===== config.mk =====
export PLATFORM = sky130hd
export DESIGN_NAME = amo_sequencer
export DESIGN_NICKNAME = d
export VERILOG_FILES = /design/src/rtl/amo_sequencer.sv
export SDC_FILE = /design/constraint.sdc
export NUM_CORES = 1
export LEC_CHECK = 0
export ABC_AREA = 1
export CAP_MARGIN = 10
export CORE_ASPECT_RATIO = 1.75
export CORE_MARGIN = 2
export CORE_UTILIZATION = 40
export CTS_CLUSTER_DIAMETER = 60
export DETAILED_ROUTE_END_ITERATION = 10
export HOLD_SLACK_MARGIN = 0.12
export PLACE_DENSITY = 0.61
export SETUP_SLACK_MARGIN = 0.05
export SLEW_MARGIN = 20
export SYNTH_ARGS = -nofsm -noshare
export SYNTH_HDL_FRONTEND = slang
export SYNTH_SLANG_ARGS = --single-unit

===== constraint.sdc =====
create_clock -name clk -period 6.6 [get_ports clk]
set_input_delay 1.32 -clock clk [delete_from_list [all_inputs] [get_ports clk]]
set_output_delay 1.32 -clock clk [all_outputs]
set_load 0.01 [all_outputs]

===== src/rtl/amo_sequencer.sv =====
// amo_sequencer: RV32A LR/SC/AMO sequencer driving the data-memory port and holding the LR reservation
module amo_sequencer #(
  parameter int XLEN = 32
) (
  input  logic            clk,
  input  logic            reset,
  input  logic            req_valid,
  output logic            req_ready,
  input  logic [4:0]      req_funct5,
  input  logic [XLEN-1:0] req_addr,
  input  logic [XLEN-1:0] req_src,
  output logic            resp_valid,
  output logic [XLEN-1:0] resp_data,
  output logic            resp_misaligned,
  output logic            resp_illegal,
  output logic            mem_valid,
  input  logic            mem_ready,
  output logic            mem_wen,
  output logic [XLEN-1:0] mem_addr,
  output logic [XLEN-1:0] mem_wdata,
  input  logic            mem_rvalid,
  input  logic [XLEN-1:0] mem_rdata,
  input  logic            inv_valid,
  input  logic [XLEN-1:0] inv_addr
);
  localparam logic [4:0] F_ADD  = 5'b00000;
  localparam logic [4:0] F_SWAP = 5'b00001;
  localparam logic [4:0] F_LR   = 5'b00010;
  localparam logic [4:0] F_SC   = 5'b00011;
  localparam logic [4:0] F_XOR  = 5'b00100;
  localparam logic [4:0] F_OR   = 5'b01000;
  localparam logic [4:0] F_AND  = 5'b01100;
  localparam logic [4:0] F_MIN  = 5'b10000;
  localparam logic [4:0] F_MAX  = 5'b10100;
  localparam logic [4:0] F_MINU = 5'b11000;
  localparam logic [4:0] F_MAXU = 5'b11100;
  typedef enum logic [2:0] {IDLE, RD, RD_WAIT, WR, WR_WAIT, RESP} state_t;
  state_t            state_q, state_d;
  logic [4:0]        f5_q, f5_d;
  logic [XLEN-1:2]   addr_q, addr_d, resv_a_q, resv_a_d;
  logic [XLEN-1:0]   src_q, src_d, wdata_q, wdata_d, old_q, old_d, rdata_q, rdata_d;
  logic              resv_v_q, resv_v_d, rv_q, rv_d, mis_q, mis_d, ill_q, ill_d;
  logic              legal, mis, inv_hit, sc_ok, unused_ok;
  logic [XLEN-1:0]   amo_new;
  assign legal   = req_funct5 inside {F_ADD, F_SWAP, F_LR, F_SC, F_XOR, F_OR, F_AND,
                                      F_MIN, F_MAX, F_MINU, F_MAXU};
  assign mis     = req_addr[1:0] != 2'b00;
  assign inv_hit = inv_valid && inv_addr[XLEN-1:2] == resv_a_q;
  assign sc_ok   = resv_v_q && resv_a_q == req_addr[XLEN-1:2] && !inv_hit;
  assign unused_ok = ^inv_addr[1:0];
  assign amo_new = f5_q == F_SWAP ? src_q :
                   f5_q == F_ADD  ? mem_rdata + src_q :
                   f5_q == F_XOR  ? mem_rdata ^ src_q :
                   f5_q == F_AND  ? mem_rdata & src_q :
                   f5_q == F_MIN  ? ($signed(mem_rdata) < $signed(src_q) ? mem_rdata : src_q) :
                   f5_q == F_MAX  ? ($signed(mem_rdata) > $signed(src_q) ? mem_rdata : src_q) :
                   f5_q == F_MINU ? (mem_rdata < src_q ? mem_rdata : src_q) :
                   f5_q == F_MAXU ? (mem_rdata > src_q ? mem_rdata : src_q) :
                   mem_rdata | src_q;
  assign req_ready       = state_q == IDLE;
  assign mem_valid       = state_q == RD || state_q == WR;
  assign mem_wen         = state_q == WR;
  assign mem_addr        = {addr_q, 2'b00};
  assign mem_wdata       = wdata_q;
  assign resp_valid      = rv_q;
  assign resp_data       = rdata_q;
  assign resp_misaligned = mis_q;
  assign resp_illegal    = ill_q;
  // next-state, operand capture, reservation tracking and response generation
  always_comb begin
    state_d  = state_q;
    f5_d     = f5_q;
    addr_d   = addr_q;
    src_d    = src_q;
    wdata_d  = wdata_q;
    old_d    = old_q;
    resv_v_d = resv_v_q && !inv_hit;
    resv_a_d = resv_a_q;
    rv_d     = 1'b0;
    rdata_d  = rdata_q;
    mis_d    = mis_q;
    ill_d    = ill_q;
    case (state_q)
      IDLE: if (req_valid) begin
        f5_d   = req_funct5;
        addr_d = req_addr[XLEN-1:2];
        src_d  = req_src;
        if (mis || !legal) begin
          state_d = RESP;
          rv_d    = 1'b1;
          rdata_d = '0;
          mis_d   = mis;
          ill_d   = !mis;
        end else if (req_funct5 == F_SC) begin
          resv_v_d = 1'b0;
          wdata_d  = req_src;
          state_d  = sc_ok ? WR : RESP;
          rv_d     = !sc_ok;
          rdata_d  = XLEN'(!sc_ok);
          mis_d    = 1'b0;
          ill_d    = 1'b0;
        end else
          state_d = RD;
      end
      RD: if (mem_ready) state_d = RD_WAIT;
      RD_WAIT: if (mem_rvalid) begin
        if (f5_q == F_LR) begin
          resv_v_d = 1'b1;
          resv_a_d = addr_q;
          state_d  = RESP;
          rv_d     = 1'b1;
          rdata_d  = mem_rdata;
          mis_d    = 1'b0;
          ill_d    = 1'b0;
        end else begin
          old_d   = mem_rdata;
          wdata_d = amo_new;
          state_d = WR;
        end
      end
      WR: if (mem_ready) begin
        state_d = WR_WAIT;
        if (resv_a_q == addr_q) resv_v_d = 1'b0;
      end
      WR_WAIT: if (mem_rvalid) begin
        state_d = RESP;
        rv_d    = 1'b1;
        rdata_d = f5_q == F_SC ? '0 : old_q;
        mis_d   = 1'b0;
        ill_d   = 1'b0;
      end
      default: state_d = IDLE;
    endcase
  end
  // state and datapath registers, cleared asynchronously
  always_ff @(posedge clk or posedge reset) begin
    if (reset) begin
      state_q  <= IDLE;
      f5_q     <= '0;
      addr_q   <= '0;
      src_q    <= '0;
      wdata_q  <= '0;
      old_q    <= '0;
      resv_v_q <= 1'b0;
      resv_a_q <= '0;
      rv_q     <= 1'b0;
      rdata_q  <= '0;
      mis_q    <= 1'b0;
      ill_q    <= 1'b0;
    end else begin
      state_q  <= state_d;
      f5_q     <= f5_d;
      addr_q   <= addr_d;
      src_q    <= src_d;
      wdata_q  <= wdata_d;
      old_q    <= old_d;
      resv_v_q <= resv_v_d;
      resv_a_q <= resv_a_d;
      rv_q     <= rv_d;
      rdata_q  <= rdata_d;
      mis_q    <= mis_d;
      ill_q    <= ill_d;
    end
  end
endmodule


==> key figures, run 1 <==
Final layout
  – Post-layout nets: 2828
  – Synth-to-layout area growth: 22.1%
  – Ratio of cells with drive above 1 in the final layout: 5.72%
  – # diodes: 0
  – Layout Cells excl Fill: 3100
  – Core Util, Final: 49.3%

Logic synthesis
  – Synth cell count leaders: 581 x nand2_1, 319 x o21ai_0, 259 x inv_1, 208 x a21oi_1, 200 x dfrtp_1
  – Syn. warnings: 0
  – Post-Syn Area per Cell: 6.67 sq um
  – Netlist cell types: 49
  – Async S/R FF share, synth: 100%
  – Main synth FF type: dfrtp_1
  – EDFF count, synth: 0
  – Ranking of synthesized cells by area: dfrtp_1 31%, nand2_1 14%, o21ai_0 9.9%, ha_1 7.5%, a21oi_1 6.5%
  – Post-Synthesis Cell Area: 16100 sq um
  – Yosys top cell by area: dfrtp_1
  – Synth Register Bits: 200
  – Share of the synthesized area in the top cell type: 31.1%
  – Mapped Cells: 2409
  – Seq/Total Area, Yosys: 31.1%
  – Most frequent cell after synthesis: nand2_1

Clock network
  – CTS sink cnt: 200
  – Root Driver: clkbuf_16
  – CTS tree: yes
  – Clock transition at path regs: 0.08 ns
  – Clock buffer depth: 2
  – Inserted Clock Buffers: 17
  – H-tree depth: 4
  – # hold bufs at CTS: 0
  – CTS resizes: 0
  – Insertion delay to the later sink of the worst-skew pair: 0.49 ns
  – Postcts setup bufs: 0

Floorplanning
  – Starting density of the core: 40.4%
  – Die W: 156 microns
  – CORE AREA: 39800 sq um
  – Die area: 41900 sq um
  – Top-Level Pins: 241
  – Placement Rows: 97
  – Die height: 269 microns

Worst setup path
  – Worst-path maximum fanout: 20
  – Worst r2r src: state_q[0]$_DFFE_PP0P_
  – WP data required: 7.01 ns
  – R2R Setup Slk: 2.33 ns
  – Worst endpoint data arrival time: 5.41 ns
  – Worst Setup SP: mem_rdata[27]
  – Crit. End Element: register
  – Setup CP Type: input pin to register
  – Crit path launch type: input pin

Power
  – Overall power: 0.00942 W
  – Worst vdd ir: 0.220 mV
  – Pleak: 9.02 nW
  – Pwr dens: 480 nW/um^2

Placed design
  – RD Place Congestion: 1.00
  – I/O Buffers: 236
  – Dpl cells: 3068
  – Dpl hpwl: 49500 microns

Detailed routing
  – Routed length on met3: 3630 microns
  – Vias: 17407
  – Pre-antenna DRT Iters: 5
  – Drt via density: 5.62
  – WL per Instance: 21.6 microns
  – WL final: 67000 microns
  – WL met2: 34000 microns
  – DRT iter0 DRCs: 1242
  – M1 WL: 21900 microns
  – Antenna Nets Post-Route: 0
  – Highest Signal Layer: met4
  – Drt drc: 0

STA
  – Final hold violations: 0
  – RSZ-0062 raised after global routing: no
  – Max Fclk: 0.200 GHz
  – Finish-stage setup viols: 0
  – Final min period: 5.01 ns
  – Total negative setup slack: 0 ns
  – Crit share post-route: 75.9%
  – Rel. slew slack: 25.0%
  – Worst Hold Slack: 0.492 ns
  – Slew Limit Fails: 0
  – Final Skew: 0.0244 ns
  – Slew @ Worst Pin: 1.12 ns

Global route
  – Largest net degree at the start of global routing: 156
  – Antenna violations before repair: 0
  – GRT overflow: 0
  – Vias in the first global route: 17241
  – Global Route Usage Sum: 31.7%
  – First-pass GRT wire length: 100000 microns

Job
  – MaxCap Viol Count: 0

Hold path
  – Worst hold start: old_q[29]$_DFFE_PP0P_
  – Worst hold path type: register to register

Status
  – Status: finished, final reports clean
==> cell usage in the layout (no fill, tap or decap), types with 3 or more instances in the layout <==
cell type	Yosys	final
clkinv_8	0	3
a22oi_1	31	31
inv_8	0	4
xor2_1	37	37
o22ai_1	14	14
nor2_2	4	5
buf_12	0	3
nand4_1	17	17
nand3_1	124	124
nand2_1	581	580
clkbuf_16	0	17
inv_1	259	256
nand2_2	5	6
clkdlybuf4s50_1	0	236
nor4_1	15	14
o2111ai_1	5	5
o21ai_1	23	23
nor3_1	19	16
dfrtp_1	200	200
o21a_1	5	5
nor2_1	175	172
o31ai_1	3	3
xnor2_1	16	16
nand3b_1	7	7
a31oi_1	5	5
or2_2	31	31
o21ai_0	319	319
nor3_2	1	4
a21oi_1	208	208
inv_2	11	12
ha_1	96	96
o21bai_1	9	9
o211ai_1	46	46
buf_4	5	49
==> cell families after synthesis <==
| group | synth area share [%] |
|---|---|
| AOI/OAI and AO/OA | 23.2 |
| xor gates and xnor gates | 2.89 |
| adders and majority gates | 7.60 |
| buffers and inverters | 9.64 |
| DFF | 31.1 |
| muxes | 0.0701 |
| other | 0.0233 |
| and+or+nand+nor | 25.5 |
==> worst paths after layout <==
check,endpoint,cells past startpoint
worst max-delay path,mem_wdata[20]$_DFFE_PP0P_,24
max in group asynchronous,mem_wdata[10]$_DFFE_PP0P_,3
worst max register to register,mem_wdata[4]$_DFFE_PP0P_,14
worst min-delay path,old_q[29]$_DFFE_PP0P_,2
worst min register to register,old_q[29]$_DFFE_PP0P_,2
min in group asynchronous,resp_data[22]$_DFFE_PP0P_,3
==> layer usage <==
metal  GRT usage, %  vias up
li1               -     8317
met1           30.7     8123
met2           56.4      718
met3           5.14      249
met4           29.6        0
met5              0        -
==> stage by stage <==
| stage | area (sq um) | setup WS (ns) |
|---|---|---|
| detailed placement | 19000 | 1.16 |
| floorplan | 16100 | 2.69 |
| finish | 19600 | 1.59 |
| global route | 19600 | 1.31 |
| global placement | 19000 | 1.17 |
| CTS | 19600 | 1.65 |
==> state kept, by name, indices dropped and copies added (netlist names), 3 cells and up <==
register and count:
resv_a_q 30, old_q 32, addr_q 30, resp_data 32, src_q 32, mem_wdata 32
state_q 3, f5_q 5
==> report_power, final <==
group	switching (W)	internal, W	leakage, nW
sequential	0.000518	0.00180	2.50
combinational	0.00380	0.00212	6.21
clock	0.000593	0.000587	0.308
total	0.00491	0.00451	9.02
==> area by class of cell <==
cell class,count,area [sq um]
Fill cell,4146,20200
Multi-Input combinational cell,1815,9560
Sequential cell,200,5000
Timing Repair Buffer,288,2790
Inverter,270,1020
Tap cell,495,619
Clock buffer,18,429
Clock inverter,14,201
==> critical path, cell delays in order <==
cell,delay [ns]
clkdlybuf4s50_1,0.64
inv_1,0.15
ha_1,0.45
inv_2,0.12
nand2_1,0.07
nor3_1,0.19
nand2_1,0.13
nor2_2,0.18
nand2_1,0.11
nand2_2,0.35
nand2_2,0.14
nand3_2,0.36
buf_4,0.31
buf_4,0.18
nand2_1,0.06
nand3_1,0.08
nand2_1,0.06
inv_1,0.07
nand2_1,0.05
nand2_1,0.06
nand2_1,0.05
nand3b_1,0.10
nand2_1,0.06
a21oi_1,0.11
Power figures use the tool's default switching activity.
==> run 2: changes to the inputs <==
--- a/config.mk
+++ b/config.mk
@@ -13,7 +13,7 @@
 export CTS_CLUSTER_DIAMETER = 60
 export DETAILED_ROUTE_END_ITERATION = 10
 export HOLD_SLACK_MARGIN = 0.12
-export PLACE_DENSITY = 0.61
+export PLACE_DENSITY = 0.59
 export SETUP_SLACK_MARGIN = 0.05
 export SLEW_MARGIN = 20
 export SYNTH_ARGS = -nofsm -noshare
==> constraint.sdc (replaced) <==
create_clock -name clk -period 4.7 [get_ports clk]
set_input_delay 0.94 -clock clk [delete_from_list [all_inputs] [get_ports clk]]
set_output_delay 0.94 -clock clk [all_outputs]
set_load 0.01 [all_outputs]
==> key figures, run 2 (synthesized netlist as in run 1, its figures left out) <==
Hold path
  – Worst hold start: resp_data[31]$_DFFE_PP0P_
  – Worst hold path type: register to register
  – WHS Path Cells: 2 (unchanged)
  – WHS Endpoint: resp_data[31]$_DFFE_PP0P_

Placed design
  – I/O Buffers: 236 (unchanged)
  – DP Worst Slack: 0.296 ns (-0.866 ns)
  – Post-DP Area: 19400 sq um (+2.3%)
  – RD Place Congestion: 1.02 (+1.8%)
  – Dpl hpwl: 52700 microns (+6.5%)

Clock network
  – CTS tree: yes
  – H-tree depth: 4 (unchanged)
  – CTS sink cnt: 200 (unchanged)
  – Postcts setup bufs: 0 (unchanged)
  – Insertion delay to the later sink of the worst-skew pair: 0.48 ns (about the same)
  – Clock buffer depth: 2 (unchanged)
  – Inserted Clock Buffers: 17 (unchanged)
  – CTS resizes: 0 (unchanged)
  – Clock transition at path regs: 0.08 ns (about the same)
  – # hold bufs at CTS: 0 (unchanged)
  – Root Driver: clkbuf_16

Status
  – Status: finished, final reports clean

STA
  – Setup ws final: 0.593 ns (-0.999 ns)
  – Slew @ Worst Pin: 1.26 ns (+0.140 ns)
  – RSZ-0062 raised after global routing: no
  – Final min period: 4.11 ns
  – Final Skew: 0.0195 ns (-0.00487 ns)
  – Slew Limit Fails: 0 (unchanged)
  – Finish-stage setup viols: 0 (unchanged)
  – Final hold violations: 0 (unchanged)
  – Rel. slew slack: 15.0% (-10 points)
  – Max Fclk: 0.243 GHz
  – Crit share post-route: 87.4%
  – Total negative setup slack: 0 ns (unchanged)

Final layout
  – Final instance area: 20100 sq um (+2.2%)
  – Most frequent cells in the layout: 580 x nand2_1, 319 x o21ai_0, 255 x inv_1
  – Fill cells: 4049 (-2.3%)
  – Post-layout nets: 2878 (+1.8%)
  – Ratio of cells with drive above 1 in the final layout: 7.50% (+1.8 points)
  – Synth-to-layout area growth: 24.8%
  – Most common cell after layout, fill and taps aside: nand2_1

Worst setup path
  – Worst-path maximum fanout: 6 (-70%)
  – R2R Path End: mem_wdata[5]$_DFFE_PP0P_
  – Worst Setup SP: mem_rdata[22]
  – Crit. End Element: register
  – Setup CP Type: input pin to register
  – Worst r2r src: src_q[13]$_DFFE_PP0P_
  – WP data required: 5.09 ns (-1.92 ns)
  – R2R Setup Slk: 1.13 ns (-1.20 ns)
  – Worst endpoint data arrival time: 4.50 ns (-0.91 ns)
  – Worst r2r path cells: 22 (+8)
  – Crit path launch type: input pin

Detailed routing
  – Antenna Nets Post-Route: 0 (unchanged)
  – M1 WL: 22600 microns (+3.2%)
  – WL final: 71200 microns (+6.3%)
  – Drt via density: 5.62 (+0.17%)
  – Routed length on met3: 4130 microns (+14%)
  – Drt drc: 0 (unchanged)
  – WL per Instance: 22.6 microns (+4.6%)
  – Highest Signal Layer: met4
  – Vias: 17723 (+1.8%)
  – DRT iter0 DRCs: 1324 (+6.6%)
  – WL met2: 35700 microns (+5.1%)
  – Pre-antenna DRT Iters: 7 (+2)

Power
  – Pleak: 9.27 nW (+2.8%)
  – Overall power: 0.0136 W (+45%)
  – Pwr dens: 679 nW/um^2 (+42%)
  – Worst vdd ir: 0.287 mV (+31%)

Floorplanning
  – Placement Rows: 97 (unchanged)
  – Die height: 269 microns (unchanged)
  – Die area: 41900 sq um (unchanged)
  – CORE AREA: 39800 sq um (unchanged)
  – Die W: 156 microns (unchanged)
  – Top-Level Pins: 241 (unchanged)
  – Starting density of the core: 40.4% (unchanged)

Global route
  – GRT overflow: 0 (unchanged)
  – Largest net degree at the start of global routing: 125 (-20%)
  – Antenna violations before repair: 2 (+2)
  – Vias in the first global route: 17795 (+3.2%)
  – Global Route Usage Sum: 33.9% (+2.1 points)
  – First-pass GRT wire length: 106000 microns (+5.5%)

Job
  – MaxCap Viol Count: 0 (unchanged)
## run 2: cell types whose count changed in the layout (fill, tap and decap cells not counted), sizes merged
cell / before / now
bufinv: 2 / 1
buf: 52 / 102
clkinv: 6 / 3
diode: 0 / 1
inv: 275 / 278
clkbuf: 18 / 19
## run 2: power breakdown
part           total (W)  internal [W]  switching (W)
Sequential       0.00326       0.00253       0.000733
Combinational    0.00876       0.00321        0.00555
Clock            0.00160      0.000773       0.000826
## run 2: stage by stage
| stage | util, % | std cells | hold WS, ns |
|---|---|---|---|
| finish | 50.4 | 3151 | 0.490 |
| global route | 50.4 | 3150 | 0.519 |
| CTS | 50.3 | 3149 | 0.494 |
| detailed placement | 48.8 | 3117 | 0.474 |
| global placement | 48.8 | 3117 | 0.469 |
| floorplan | - | 2410 | 0.454 |
## run 2: layout make-up
| class | instances | area, sq um | share of cell area (%) |
|---|---|---|---|
| clock inverters | 13 | 165 | 0.824 |
| clock buffers | 19 | 433 | 2.16 |
| repair buffers | 338 | 3250 | 16.2 |
| inverters | 270 | 1020 | 5.07 |
| diodes | 1 | 2.50 | 0.0125 |
| multi-input cells | 1815 | 9560 | 47.7 |
| well taps | 495 | 619 | 3.09 |
| flip-flops and latches | 200 | 5000 | 25.0 |
## run 2: per-layer routing
layer  vias up  GRT usage (%)
met2       803           59.7
met1      8190           31.7
met3       313           5.75
met4         0           34.4
met5         -              0
li1       8417              -
## run 2: worst max-delay path: stages
cell and delay, ns:
clkdlybuf4s50_1 0.48, inv_1 0.15, ha_1 0.43, nor2_1 0.12
inv_1 0.07, nor3_2 0.17, nand4_1 0.29, nor2_2 0.24
nand2_1 0.11, nand2_2 0.13, nand2_2 0.09, buf_4 0.17
inv_2 0.19, nor2_1 0.06, o21bai_1 0.13, nand3_1 0.08
nand2_1 0.07, nand2_1 0.05, nand2_1 0.08, nand2_1 0.05
nand2_1 0.07, nand2_1 0.14, a21oi_1 0.17
## run 2: worst max-delay path by stage
stage	end	slack, ns
global route	mem_wdata[20]$_DFFE_PP0P_	0.43
floorplan	addr_q[10]$_DFFE_PP0P_	1.17
finish	mem_wdata[5]$_DFFE_PP0P_	0.59
global placement	mem_wdata[5]$_DFFE_PP0P_	0.28
CTS	mem_wdata[5]$_DFFE_PP0P_	0.77
detailed placement	mem_wdata[5]$_DFFE_PP0P_	0.30
